<file path="src/rtl/fe_fifo_reader_if.sv">
// FIFO read port and output byte stream of fe_fifo_reader.
// master: the reader side; slave: FIFO + byte consumer side.
interface fe_fifo_reader_if #(
    parameter int unsigned pTIME_WIDTH = 16,
    parameter int unsigned pDATA_WIDTH = 8
);
    logic                                 I_fifo_empty;
    logic [2+pTIME_WIDTH+pDATA_WIDTH-1:0] I_fifo_dout;
    logic                                 O_fifo_rd;
    logic [7:0]                           O_byte;
    logic                                 O_byte_valid;
    logic                                 I_byte_ready;

    modport master (
        input  I_fifo_empty, I_fifo_dout, I_byte_ready,
        output O_fifo_rd, O_byte, O_byte_valid
    );

    modport slave (
        output I_fifo_empty, I_fifo_dout, I_byte_ready,
        input  O_fifo_rd, O_byte, O_byte_valid
    );
endinterface

</file>
<file path="src/rtl/fe_fifo_reader.sv">
// Front-end capture FIFO reader (cwusb_clk domain).
// Pops {cmd, time, data} entries, folds TIME entries into a saturating delta
// accumulator and serialises data entries as: header byte, optional 3-byte
// long timestamp (LSB first), data bytes (LSB first).
// Optional statistics counters: define FE_FIFO_READER_STATS_EN.
module fe_fifo_reader #(
    parameter int unsigned pTIME_WIDTH = 16,
    parameter int unsigned pDATA_WIDTH = 8,
    parameter int unsigned pACC_WIDTH  = 24,
    parameter logic [1:0]  pCMD_TIME   = 2'b10,
    parameter int unsigned pSHORT_MAX  = 31
) (
    input  logic                  cwusb_clk,
    input  logic                  reset_n,
    input  logic                  I_clear,
    fe_fifo_reader_if.master      bus,
    output logic                  O_acc_saturated,
    output logic                  O_busy
`ifdef FE_FIFO_READER_STATS_EN
    ,
    output logic [31:0]           O_event_count,
    output logic [15:0]           O_time_count
`endif
);

    localparam int unsigned TS_BYTES   = pACC_WIDTH / 8;
    localparam int unsigned DATA_BYTES = pDATA_WIDTH / 8;

    typedef enum logic [2:0] {
        ST_IDLE,
        ST_WAIT,
        ST_DECODE,
        ST_HDR,
        ST_TS,
        ST_DATA
    } state_t;

    state_t                  state;
    state_t                  state_next;

    logic [1:0]              entry_cmd;
    logic [pTIME_WIDTH-1:0]  entry_time;
    logic [pDATA_WIDTH-1:0]  entry_data;
    logic [pACC_WIDTH-1:0]   acc;
    logic [pACC_WIDTH-1:0]   delta_sr;
    logic [2:0]              byte_cnt;
    logic                    acc_sat;

    logic [pACC_WIDTH:0]     sum;
    logic [pACC_WIDTH-1:0]   sum_sat;
    logic                    sum_hit;
    logic                    is_time;
    logic                    is_short;
    logic                    last_ts;
    logic                    last_data;
    logic                    xfer;

    logic                    fifo_rd;
    logic                    byte_valid;
    logic [7:0]              byte_out;

    // Saturating sum of accumulator and the decoded entry's time field
    always_comb begin
        sum     = {1'b0, acc} + {{(pACC_WIDTH + 1 - pTIME_WIDTH){1'b0}}, entry_time};
        sum_sat = sum[pACC_WIDTH] ? '1 : sum[pACC_WIDTH-1:0];
        sum_hit = sum[pACC_WIDTH] || (&sum[pACC_WIDTH-1:0]);
    end

    assign is_time   = (entry_cmd == pCMD_TIME);
    assign is_short  = (delta_sr <= pACC_WIDTH'(pSHORT_MAX));
    assign last_ts   = (byte_cnt == 3'(TS_BYTES - 1));
    assign last_data = (byte_cnt == 3'(DATA_BYTES - 1));
    assign xfer      = byte_valid && bus.I_byte_ready;

    // Next-state and output decode; I_clear overrides every transition
    always_comb begin
        state_next = state;
        fifo_rd    = 1'b0;
        byte_valid = 1'b0;
        byte_out   = 8'h00;
        case (state)
            ST_IDLE: begin
                if (!bus.I_fifo_empty && !I_clear) begin
                    fifo_rd    = 1'b1;
                    state_next = ST_WAIT;
                end
            end
            ST_WAIT: begin
                state_next = ST_DECODE;
            end
            ST_DECODE: begin
                state_next = is_time ? ST_IDLE : ST_HDR;
            end
            ST_HDR: begin
                byte_valid = 1'b1;
                byte_out   = is_short ? {entry_cmd, 1'b0, delta_sr[4:0]}
                                      : {entry_cmd, 1'b1, 5'b00000};
                if (xfer) begin
                    state_next = is_short ? ST_DATA : ST_TS;
                end
            end
            ST_TS: begin
                byte_valid = 1'b1;
                byte_out   = delta_sr[7:0];
                if (xfer && last_ts) begin
                    state_next = ST_DATA;
                end
            end
            ST_DATA: begin
                byte_valid = 1'b1;
                byte_out   = entry_data[7:0];
                if (xfer && last_data) begin
                    state_next = ST_IDLE;
                end
            end
            default: begin
                state_next = ST_IDLE;
            end
        endcase
        if (I_clear) begin
            state_next = ST_IDLE;
        end
    end

    // State register
    always_ff @(posedge cwusb_clk or negedge reset_n) begin
        if (!reset_n) begin
            state <= ST_IDLE;
        end else begin
            state <= state_next;
        end
    end

    // Entry latch, accumulator, timestamp/data shifters and byte counter
    always_ff @(posedge cwusb_clk or negedge reset_n) begin
        if (!reset_n) begin
            entry_cmd  <= '0;
            entry_time <= '0;
            entry_data <= '0;
            acc        <= '0;
            delta_sr   <= '0;
            byte_cnt   <= '0;
            acc_sat    <= 1'b0;
        end else if (I_clear) begin
            acc      <= '0;
            byte_cnt <= '0;
            acc_sat  <= 1'b0;
        end else begin
            case (state)
                ST_WAIT: begin
                    {entry_cmd, entry_time, entry_data} <= bus.I_fifo_dout;
                end
                ST_DECODE: begin
                    if (is_time) begin
                        acc <= sum_sat;
                    end else begin
                        delta_sr <= sum_sat;
                        acc      <= '0;
                    end
                    if (sum_hit) begin
                        acc_sat <= 1'b1;
                    end
                    byte_cnt <= '0;
                end
                ST_TS: begin
                    if (xfer) begin
                        delta_sr <= delta_sr >> 8;
                        byte_cnt <= last_ts ? 3'd0 : byte_cnt + 3'd1;
                    end
                end
                ST_DATA: begin
                    if (xfer) begin
                        entry_data <= entry_data >> 8;
                        byte_cnt   <= last_data ? 3'd0 : byte_cnt + 3'd1;
                    end
                end
                default: begin
                end
            endcase
        end
    end

`ifdef FE_FIFO_READER_STATS_EN
    // Saturating counters of completed data events and decoded TIME entries
    always_ff @(posedge cwusb_clk or negedge reset_n) begin
        if (!reset_n) begin
            O_event_count <= '0;
            O_time_count  <= '0;
        end else if (I_clear) begin
            O_event_count <= '0;
            O_time_count  <= '0;
        end else begin
            if (state == ST_DECODE && is_time && O_time_count != '1) begin
                O_time_count <= O_time_count + 16'd1;
            end
            if (state == ST_DATA && xfer && last_data && O_event_count != '1) begin
                O_event_count <= O_event_count + 32'd1;
            end
        end
    end
`endif

    assign bus.O_fifo_rd    = fifo_rd;
    assign bus.O_byte_valid = byte_valid;
    assign bus.O_byte       = byte_out;
    assign O_acc_saturated  = acc_sat;
    assign O_busy           = (state != ST_IDLE);

endmodule

</file>
<file path="src/flat_wrapper.sv">
// flat-port wrapper written by rule: the top's interface ports become plain ports
module fe_fifo_reader_flat 
#(
    parameter int unsigned pTIME_WIDTH = 16,
    parameter int unsigned pDATA_WIDTH = 8,
    parameter int unsigned pACC_WIDTH  = 24,
    parameter logic [1:0]  pCMD_TIME   = 2'b10,
    parameter int unsigned pSHORT_MAX  = 31
)
  (cwusb_clk, reset_n, I_clear, O_acc_saturated, O_busy, bus_I_fifo_empty, bus_I_fifo_dout, bus_I_byte_ready, bus_O_fifo_rd, bus_O_byte, bus_O_byte_valid);
  fe_fifo_reader_if #(.pTIME_WIDTH(pTIME_WIDTH), .pDATA_WIDTH(pDATA_WIDTH)) bus_i ();
  input  logic cwusb_clk;
  input  logic reset_n;
  input  logic I_clear;
  output logic O_acc_saturated;
  output logic O_busy;
  input wire logic [$bits(bus_i.I_fifo_empty)-1:0] bus_I_fifo_empty;
  input wire logic [$bits(bus_i.I_fifo_dout)-1:0] bus_I_fifo_dout;
  input wire logic [$bits(bus_i.I_byte_ready)-1:0] bus_I_byte_ready;
  output wire logic [$bits(bus_i.O_fifo_rd)-1:0] bus_O_fifo_rd;
  output wire logic [$bits(bus_i.O_byte)-1:0] bus_O_byte;
  output wire logic [$bits(bus_i.O_byte_valid)-1:0] bus_O_byte_valid;
  assign bus_i.I_fifo_empty = bus_I_fifo_empty;
  assign bus_i.I_fifo_dout = bus_I_fifo_dout;
  assign bus_i.I_byte_ready = bus_I_byte_ready;
  assign bus_O_fifo_rd = bus_i.O_fifo_rd;
  assign bus_O_byte = bus_i.O_byte;
  assign bus_O_byte_valid = bus_i.O_byte_valid;
  fe_fifo_reader #(.pTIME_WIDTH(pTIME_WIDTH), .pDATA_WIDTH(pDATA_WIDTH), .pACC_WIDTH(pACC_WIDTH), .pCMD_TIME(pCMD_TIME), .pSHORT_MAX(pSHORT_MAX)) u_core (.cwusb_clk(cwusb_clk), .reset_n(reset_n), .I_clear(I_clear), .bus(bus_i), .O_acc_saturated(O_acc_saturated), .O_busy(O_busy));
endmodule
</file>
<file path="config.mk">
export PLATFORM = sky130hd
export DESIGN_NAME = fe_fifo_reader_flat
export DESIGN_NICKNAME = d
export VERILOG_FILES = /design/src/rtl/fe_fifo_reader_if.sv /design/src/rtl/fe_fifo_reader.sv /design/src/flat_wrapper.sv
export SDC_FILE = /design/constraint.sdc
export NUM_CORES = 1
export LEC_CHECK = 0
export CELL_PAD_IN_SITES_DETAIL_PLACEMENT = 0
export CELL_PAD_IN_SITES_GLOBAL_PLACEMENT = 1
export CORE_MARGIN = 1.5
export CORE_UTILIZATION = 44
export DETAILED_ROUTE_END_ITERATION = 10
export DONT_BUFFER_PORTS = 1
export PLACE_DENSITY_LB_ADDON = 0.1
export SETUP_SLACK_MARGIN = 0.2
export SKIP_CTS_REPAIR_TIMING = 1
export SYNTH_ARGS = -nofsm -noshare
export SYNTH_HDL_FRONTEND = slang
export SYNTH_SLANG_ARGS = --single-unit
</file>
<file path="constraint.sdc">
create_clock -name cwusb_clk -period 2.8 [get_ports cwusb_clk]
set_input_delay 0.42 -clock cwusb_clk [delete_from_list [all_inputs] [get_ports cwusb_clk]]
set_output_delay 0.42 -clock cwusb_clk [all_outputs]
set_load 0.05 [all_outputs]
</file>
# --- Word-level counts from Yosys, hierarchy flattened ---
# Cells that the tools add are included.
totals:
  register_bits: 81
  in_bits: 31
  word_cells: 82
op_classes:
  n_addsub: 2
  order_cmp: 1
  n_eq_ne: 16
  mux: 31
  n_bitwise: 1
  n_reduce_logical: 23
ops:
  columns: ["op", "n"]
  rows:
  - ["24-bit 2-to-1 mux", 6]
  - ["24-bit one-hot mux with 2 select lines", 1]
  - ["3-bit 2-to-1 mux", 10]
  - ["24-bit by 16-bit adder with 25-bit output", 1]
  - ["24-bit by 5-bit <= comparator with 1-bit output, second input constant", 1]
  - ["8-bit one-hot mux with 3 select lines", 1]
  - ["24-bit AND reduction", 1]
  - ["3-bit by 2-bit != test with 1-bit output, second input constant", 6]
  - ["3-bit one-hot mux with 6 select lines", 1]
  - ["8-bit one-hot mux with 2 select lines", 1]
  - ["3-bit by 2-bit equality test with 1-bit output, second input constant", 3]
  - ["3-bit one-hot mux with 3 select lines", 1]
  - ["8-bit 2-to-1 mux", 1]
  - ["4-bit AND reduction", 2]
  - ["2-bit nonzero test", 4]
  - ["1-bit 2-to-1 mux", 7]
  - ["3-bit equality test, second input constant", 2]
  - ["3-bit zero test", 2]
  - ["6-bit 2-to-1 mux", 1]
  - ["3-bit AND reduction", 2]
  - ["1-bit logical AND", 4]
  - ["2-bit by 1-bit != test with 1-bit output, second input constant", 2]
  - ["2-bit AND reduction", 2]
  - ["4-bit nonzero test", 1]
  - ["other kinds (10)", 11]

# --- Logic depth before layout (Yosys ltp) ---
# Gate-level depths: netlist of the first run.
depth:
  depth_word: 8
  mapped_depth: 11
  mapped_depth_nobuf: 10

# --- Worst setup path after synthesis of the first run ---
# Ideal clock, no wire load.
synth_timing:
  path_kind: "reg2reg"
  start: "register u_core.acc[0]"
  end: "register u_core.acc_sat, in the netlist u_core.O_acc_saturated"
  setup_ps: 76
  t_arrival_ps: 2732
  path_slack_ps: -8
  stages_incl_launch_ff: 11
  path_buffers: 0
  cell_sequence: "dfrtp_1 > ha_1 > fa_1 > a21oi_1 > o211ai_1 > a311oi_1 > nor3_2 > xor2_1 > o2111ai_1 > or4_1 > o21ai_1"
synth_via:
  elab_chain_cells: 5
synth_rtl:
  columns: ["element", "line_no", "rtl"]
  rows:
  - ["from (decl)", "fe_fifo_reader.sv:44", "logic [pACC_WIDTH-1:0] acc;"]
  - ["from (signal assigned)", "fe_fifo_reader.sv:155", "acc <= sum_sat;"]
  - ["24-bit by 16-bit adder with 25-bit output *", "fe_fifo_reader.sv:64", "sum = {1'b0, acc} + {{(pACC_WIDTH + 1 - pTIME_WIDTH){1'b0}}, entry_time};"]
  - ["24-bit AND reduction", "fe_fifo_reader.sv:66", "sum_hit = sum[pACC_WIDTH] || (&sum[pACC_WIDTH-1:0]);"]
  - ["1-bit logical OR *", "fe_fifo_reader.sv:66", null]
  - ["2-bit nonzero test (no line) *", null, null]
  - ["2-bit AND reduction (no line) *", null, null]
  - ["to (signal assigned)", "fe_fifo_reader.sv:143", "acc_sat <= 1'b0;"]
  - ["to (signal assigned)", "fe_fifo_reader.sv:147", "acc_sat <= 1'b0;"]
  - ["to (signal assigned)", "fe_fifo_reader.sv:161", "acc_sat <= 1'b1;"]
  - ["to (decl)", "fe_fifo_reader.sv:47", "logic acc_sat;"]
# Mark *: on every way between the ends. The rest lies on a longest branch, timed or not.
# A chain may end at the register's enable or synchronous reset.

# --- Worst setup path in the final report of the first run ---
# Same ends and word-level chain as after synthesis.

==> results of run 1 <==
[registers in the layout, summed over array words and instances, names as in the netlist]
register / cells
u_core.acc: 24
u_core.delta_sr: 24
u_core.entry_time: 16
u_core.entry_data: 8
u_core.byte_cnt: 3
u_core.state: 3
u_core.entry_cmd: 2
u_core.O_acc_saturated: 1
[worst paths after layout]
kind	start	end
max	u_core.acc[0]	u_core.O_acc_saturated
min	I_clear	u_core.state[2]
max reg2reg	u_core.acc[0]	u_core.O_acc_saturated
min reg2reg	u_core.acc[4]	u_core.acc[4]
max in group asynchronous	reset_n	u_core.entry_time[8]
min in group asynchronous	reset_n	u_core.byte_cnt[2]
[worst max-delay path, delay by kind of cell (launching register included)]
kind,cells,cell delay [ns]
compound gates,4,0.76
simple gates,3,0.62
fa+ha+maj,2,0.55
flops,1,0.42
xor+xnor,1,0.26
buf+inv,1,0.17
[placed cells by master (no fill, tap or decap), types with 5 or more instances in the layout]
master | synthesis | routed
a211oi_1 | 8 | 8
a21o_1 | 8 | 8
a21oi_1 | 25 | 22
a22o_1 | 5 | 5
buf_4 | 0 | 49
buf_6 | 0 | 7
clkbuf_8 | 0 | 11
dfrtp_1 | 81 | 81
ha_1 | 19 | 15
inv_1 | 19 | 19
mux2_2 | 18 | 18
mux2i_1 | 7 | 7
nand2_1 | 82 | 71
nand2_2 | 0 | 10
nand3_1 | 22 | 22
nand4_1 | 12 | 12
nor2_1 | 39 | 30
nor2_2 | 0 | 6
nor2b_1 | 8 | 7
o211ai_1 | 5 | 5
o21ai_0 | 84 | 63
o21ai_1 | 2 | 15
o21ai_2 | 1 | 9
o31ai_1 | 5 | 5
xnor2_1 | 15 | 14
xor2_1 | 6 | 6
[layer usage]
layer	vias to the layer above	part of all wire
met2	91	0.51
met5	-	0
met4	0	0.0092
met1	1943	0.44
li1	2055	-
met3	8	0.041
[layout make-up]
cell class | instances | area, um2 | area share
clock inverter | 4 | 73.8 | 0.0125
multi-input combinational | 424 | 2860 | 0.484
sequential | 81 | 2030 | 0.343
tap | 140 | 175 | 0.0296
inverter | 19 | 71.3 | 0.0121
timing repair buffer | 61 | 544 | 0.0921
clock buffer | 12 | 155 | 0.0263
[kinds of logic after synthesis]
kind of cell,after synthesis,share of synthesized area
compound gates,163,0.203
xor+xnor,21,0.0381
buf+inv,51,0.0415
fa+ha+maj,20,0.0534
flops,81,0.420
mux,25,0.0565
simple gates,195,0.187
[power by group]
part / total, mW / internal, mW / switching (mW)
logic: 2.18 / 0.986 / 1.19
clock network: 0.999 / 0.553 / 0.446
registers: 1.77 / 1.50 / 0.273
[through the flow]
| stage | hold slack, ns | power [mW] | worst slack, ns | TNS, ns |
|---|---|---|---|---|
| floorplan | 0.124 | 2.95 | 0.173 | 0 |
| global placement | 0.127 | 3.60 | 0.00382 | 0 |
| detailed placement | 0.127 | 3.62 | -0.0161 | -0.0161 |
| CTS | -0.291 | 4.64 | -0.139 | -0.711 |
| global route | 0.0761 | 5.29 | -0.197 | -0.602 |
| finish | 0.0970 | 4.95 | -0.0442 | -0.0561 |
==> reports/results.tsv, run 1 <==
metric	value	unit
drt-pass1-iter-count	7	
ys_types	55	
power_density	838	nW/um2
fin_cells	741	
final_area	5910	um2
cp.arrival	3.15	ns
synth_seq_cells	81	
finalWeightedCongestion	0.906	
netlist.area_leader.share	0.420	
r2r_setup_slack	-0.04	ns
coreArea	10700	um2
clkTransAtPathRegs	0.08	ns
slew_violations	0	
wl_per_cell	17.4	um
busiest_layer	met2	
rr_worst_depth	11	
grtUsageMet2	0.401	
final-setup-viol-count	2	
drc_errors	0	
cts_buffers	9	
min_path_cells	1	
worst-path-max-fanout	3	
grtUsageMet3	0.0533	
antenna_cells	0	
clk_latency	0.38	ns
leakage	2.70	nW
cts_tree	yes	
dieArea	11600	um2
yosysTopAreaCell	dfrtp_1	
yosysMostFrequentCell	o21ai_0	
clock-root-buffer	clkbuf_8	
synthArstFlopShare	1.00	
final_util	0.550	
rows	38	
synthTopCellsByCount	84 x o21ai_0, 82 x nand2_1, 81 x dfrtp_1, 39 x nor2_1, 25 x a21oi_1	
status	finished, violations left	
slowest_delay	0.43	ns
violations	setup timing	
vias_per_cell	5.53	
num_vias	4097	
hold_viol	0	
tightest_slew	0.984	ns
fin_crit	2.84	ns
end_kind	register	
rsz0062_at_grt	yes	
path_class	register to register	
grt_pass1_wl	20.6	mm
drv_cap	0	
yosys_warnings	0	
initial_core_util	0.449	
dp_cells	703	
antenna_found_initial	0	
period_share	1.02	
worst_hold_path_type	input pin to register	
drt_iter0_markers	228	
synth_ff_type	dfrtp_1	
port_buffers	0	
synthTopCellsByArea	dfrtp_1 42%, o21ai_0 8.7%, nand2_1 6.4%	
synthToLayoutAreaGrowth	22.5	%
syn_nets	607	
grt_max_degree	82	
hpwl	9.42	mm
nets	647	
final.fill_count	1032	
vdd_drop_max	461	uV
fp.dieH	108	um
dpl_cell_area	5210	um2
seq_area_frac_synth	0.420	
cpMaxStageDelayCell	or4_1	
use_met1	0.288	
grt_usage	0.233	
cts.sinks	81	
drt-total-wl	12.9	mm
fmax	352	MHz
cp.required	3.11	ns
setup_ws	-0.0442	ns
skew	0.0117	ns
num_io_pins	43	
h-tree-depth	3	
start_kind	register	
fp.dieW	108	um
grt-ovfl-total	0	
synthesis.area	4830	um2
clock_path_buffers	2	
synth_edf_count	0	
drive_gt1_frac	0.241	
path_cells	ha_4 > fa_2 > a21oi_2 > o211ai_1 > a311oi_2 > buf_4 > nor2_1 > xor2_1 > nand4_1 > or4_1 > o21ai_1	
grt_pass1_vias	4103	
postSynthCellCount	556	
avgSynthCellArea	8.68	um2
ant_nets	0	
slew_headroom	0.340	
(Power assumes the default switching activity.)
==> run 2, diff against run 1 <==
==> constraint.sdc (replaced) <==
create_clock -name cwusb_clk -period 2.3 [get_ports cwusb_clk]
set_input_delay 0.345 -clock cwusb_clk [delete_from_list [all_inputs] [get_ports cwusb_clk]]
set_output_delay 0.345 -clock cwusb_clk [all_outputs]
set_load 0.05 [all_outputs]
==> run 2 against run 1 <==
  * The run ends with hold timing, setup timing left
  * Worst hold slack lost 0.45 ns
  * Critical path depth grew 3
  * Global-route usage grew 1.8 points
  * Clock power grew 4%
  * Wire length grew 5.2%
  * Cell count grew 9.3%
  * Sequential power grew 19%
  * Register-to-register slack lost 0.42 ns
  * Clock skew grew 0.0027 ns
  * Maximum frequency grew 2.8%
  * Via count grew 9.2%
  * Final area grew 13%
  * Largest cell class unchanged
==> reports/results.tsv, run 2 (synthesis gave the netlist of run 1 again) <==
metric	value	unit
drive_gt1_frac	0.393	
violations	hold timing, setup timing	
drc_errors	0	
dieArea	11600	um2
cp_num_buf_inv	5	
combPwrFrac	0.518	
finalWeightedCongestion	0.887	
ant_nets	0	
fin_cells	810	
clock-root-buffer	clkbuf_8	
grt_pass1_vias	4477	
switchingPower	2.56	mW
vias_per_cell	5.52	
rows	38	
fp.dieW	108	um
initial_core_util	0.449	
clockPowerShare	0.159	
crit_family	compound AO/OA/AOI/OAI gates	
cp.required	2.56	ns
switching_share	0.393	
rsz0062_at_grt	yes	
status	finished, violations left	
drt_iter0_markers	280	
antenna_found_initial	0	
multi_input_area	3080	um2
fmax	361	MHz
num_vias	4473	
slew_violations	0	
clkTransAtPathRegs	0.10	ns
start_kind	register	
cts.sinks	81	
end_kind	register	
period_share	1.20	
cts_buffers	9	
grt_max_degree	82	
slowest_delay	0.40	ns
grt_usage	0.251	
dpl_cell_area	5970	um2
preCtsSetupSlack	-0.476	ns
slew_headroom	0.627	
port_buffers	0	
synthToLayoutAreaGrowth	38.3	%
fin_crit	2.77	ns
r2r_setup_slack	-0.47	ns
hpwl	9.93	mm
clock_path_buffers	2	
setup_ws	-0.468	ns
fp.dieH	108	um
dp_cells	777	
num_io_pins	43	
power_density	978	nW/um2
h-tree-depth	3	
cp_common_cell	buf_4	
final-setup-viol-count	55	
worst_hold_path_type	input pin to async pin	
cpMaxStageDelayCell	dfrtp_1	
path_cells	ha_2 > fa_2 > a21oi_4 > o211ai_1 > a311oi_2 > buf_4 > buf_4 > nor4_4 > buf_4 > buf_12 > buf_4 > a21oi_4 > a21o_1 > o21ai_1	
antenna_cells	0	
final.fill_count	959	
worst-path-max-fanout	7	
clk_latency	0.38	ns
wl_per_cell	16.8	um
seq_area	2030	um2
nets	716	
coreArea	10700	um2
tightest_slew	0.554	ns
grt-ovfl-total	0	
path_class	register to register	
drt-total-wl	13.6	mm
final_common_cell	buf_4	
drv_cap	0	
grt_pass1_wl	22.4	mm
seqPwrFrac	0.323	
mostFrequentLayoutCells	108 x buf_4, 81 x dfrtp_1, 69 x nand2_1	
fin_hold_ws	-0.348	ns
leakage	3.09	nW
skew	0.0144	ns
final_area	6670	um2
hold_viol	81	
cts_tree	yes	
internal_power	3.96	mW
top_regs	u_core.acc (24), u_core.delta_sr (24), u_core.entry_time (16)	
drt-pass1-iter-count	4	
vdd_drop_max	477	uV
cp.arrival	3.02	ns
run 2: cell count changes in the layout (fill, tap and decap cells not counted), moves of 4 or more:
cell and change:
a21oi_1 -4, o21ai_0 -35, a211oi_1 -6, a211oi_2 +6, buf_12 +5, nor2_4 +11, o21ai_2 +19, nor2_1 -10
buf_6 +7, buf_4 +59, o21ai_1 +16
run 2: final timing paths:
path / start / to / depth (start not counted)
hold / removal: reset_n / u_core.state[2] / 0
setup / recovery: u_core.entry_time[0] / u_core.delta_sr[14] / 14
setup reg to reg: u_core.entry_time[0] / u_core.delta_sr[14] / 14
min in group cwusb_clk: I_clear / u_core.state[2] / 1
max in group asynchronous: reset_n / u_core.acc[4] / 0
hold reg to reg: u_core.acc[6] / u_core.acc[6] / 2
run 2: final cells by class:
| cell class | count | share of cell area |
|---|---|---|
| clock buffers | 10 | 0.0206 |
| clock inverters | 6 | 0.00750 |
| inverters | 19 | 0.0107 |
| multi-input cells | 424 | 0.462 |
| flip-flops and latches | 81 | 0.304 |
| well taps | 140 | 0.0263 |
| repair buffers | 130 | 0.169 |
run 2: metrics by stage:
step	hold WS, ns	total power, mW	util	setup TNS, ns
3_3_place_gp	0.0517	5.09	0.555	-10.98
5_1_grt	-0.366	6.97	0.621	-25.27
6_report	-0.348	6.52	0.621	-17.06
2_1_floorplan	0.0494	3.78	-	-0.409
3_5_place_dp	0.0519	5.13	0.555	-14.21
4_1_cts	-0.356	6.17	0.573	-17.18
run 2: power groups by stage:
stage / Clock [mW] / Sequential (mW) / Combinational, mW
global placement: 0 / 2.10 / 3.00
floorplan: 0 / 2.04 / 1.74
CTS: 1.06 / 2.08 / 3.03
detailed placement: 0 / 2.11 / 3.02
global route: 1.12 / 2.16 / 3.69
finish: 1.04 / 2.10 / 3.38
run 2: routing by layer:
metal / part of all wire / vias to the layer above / GRT usage
li1: - / 2208 / -
met1: 0.45 / 2165 / 0.333
met2: 0.50 / 83 / 0.424
met3: 0.031 / 17 / 0.0303
met4: 0.017 / 0 / 0.0883
met5: 0 / - / 0
run 2: worst reg2reg max path: stages (launching register included):
cell and delay, ns:
dfrtp_1 0.40, ha_2 0.21, fa_2 0.40, a21oi_4 0.15
o211ai_1 0.16, a311oi_2 0.22, buf_4 0.17, buf_4 0.11
nor4_4 0.04, buf_4 0.15, buf_12 0.14, buf_4 0.14
a21oi_4 0.14, a21o_1 0.14, o21ai_1 0.06
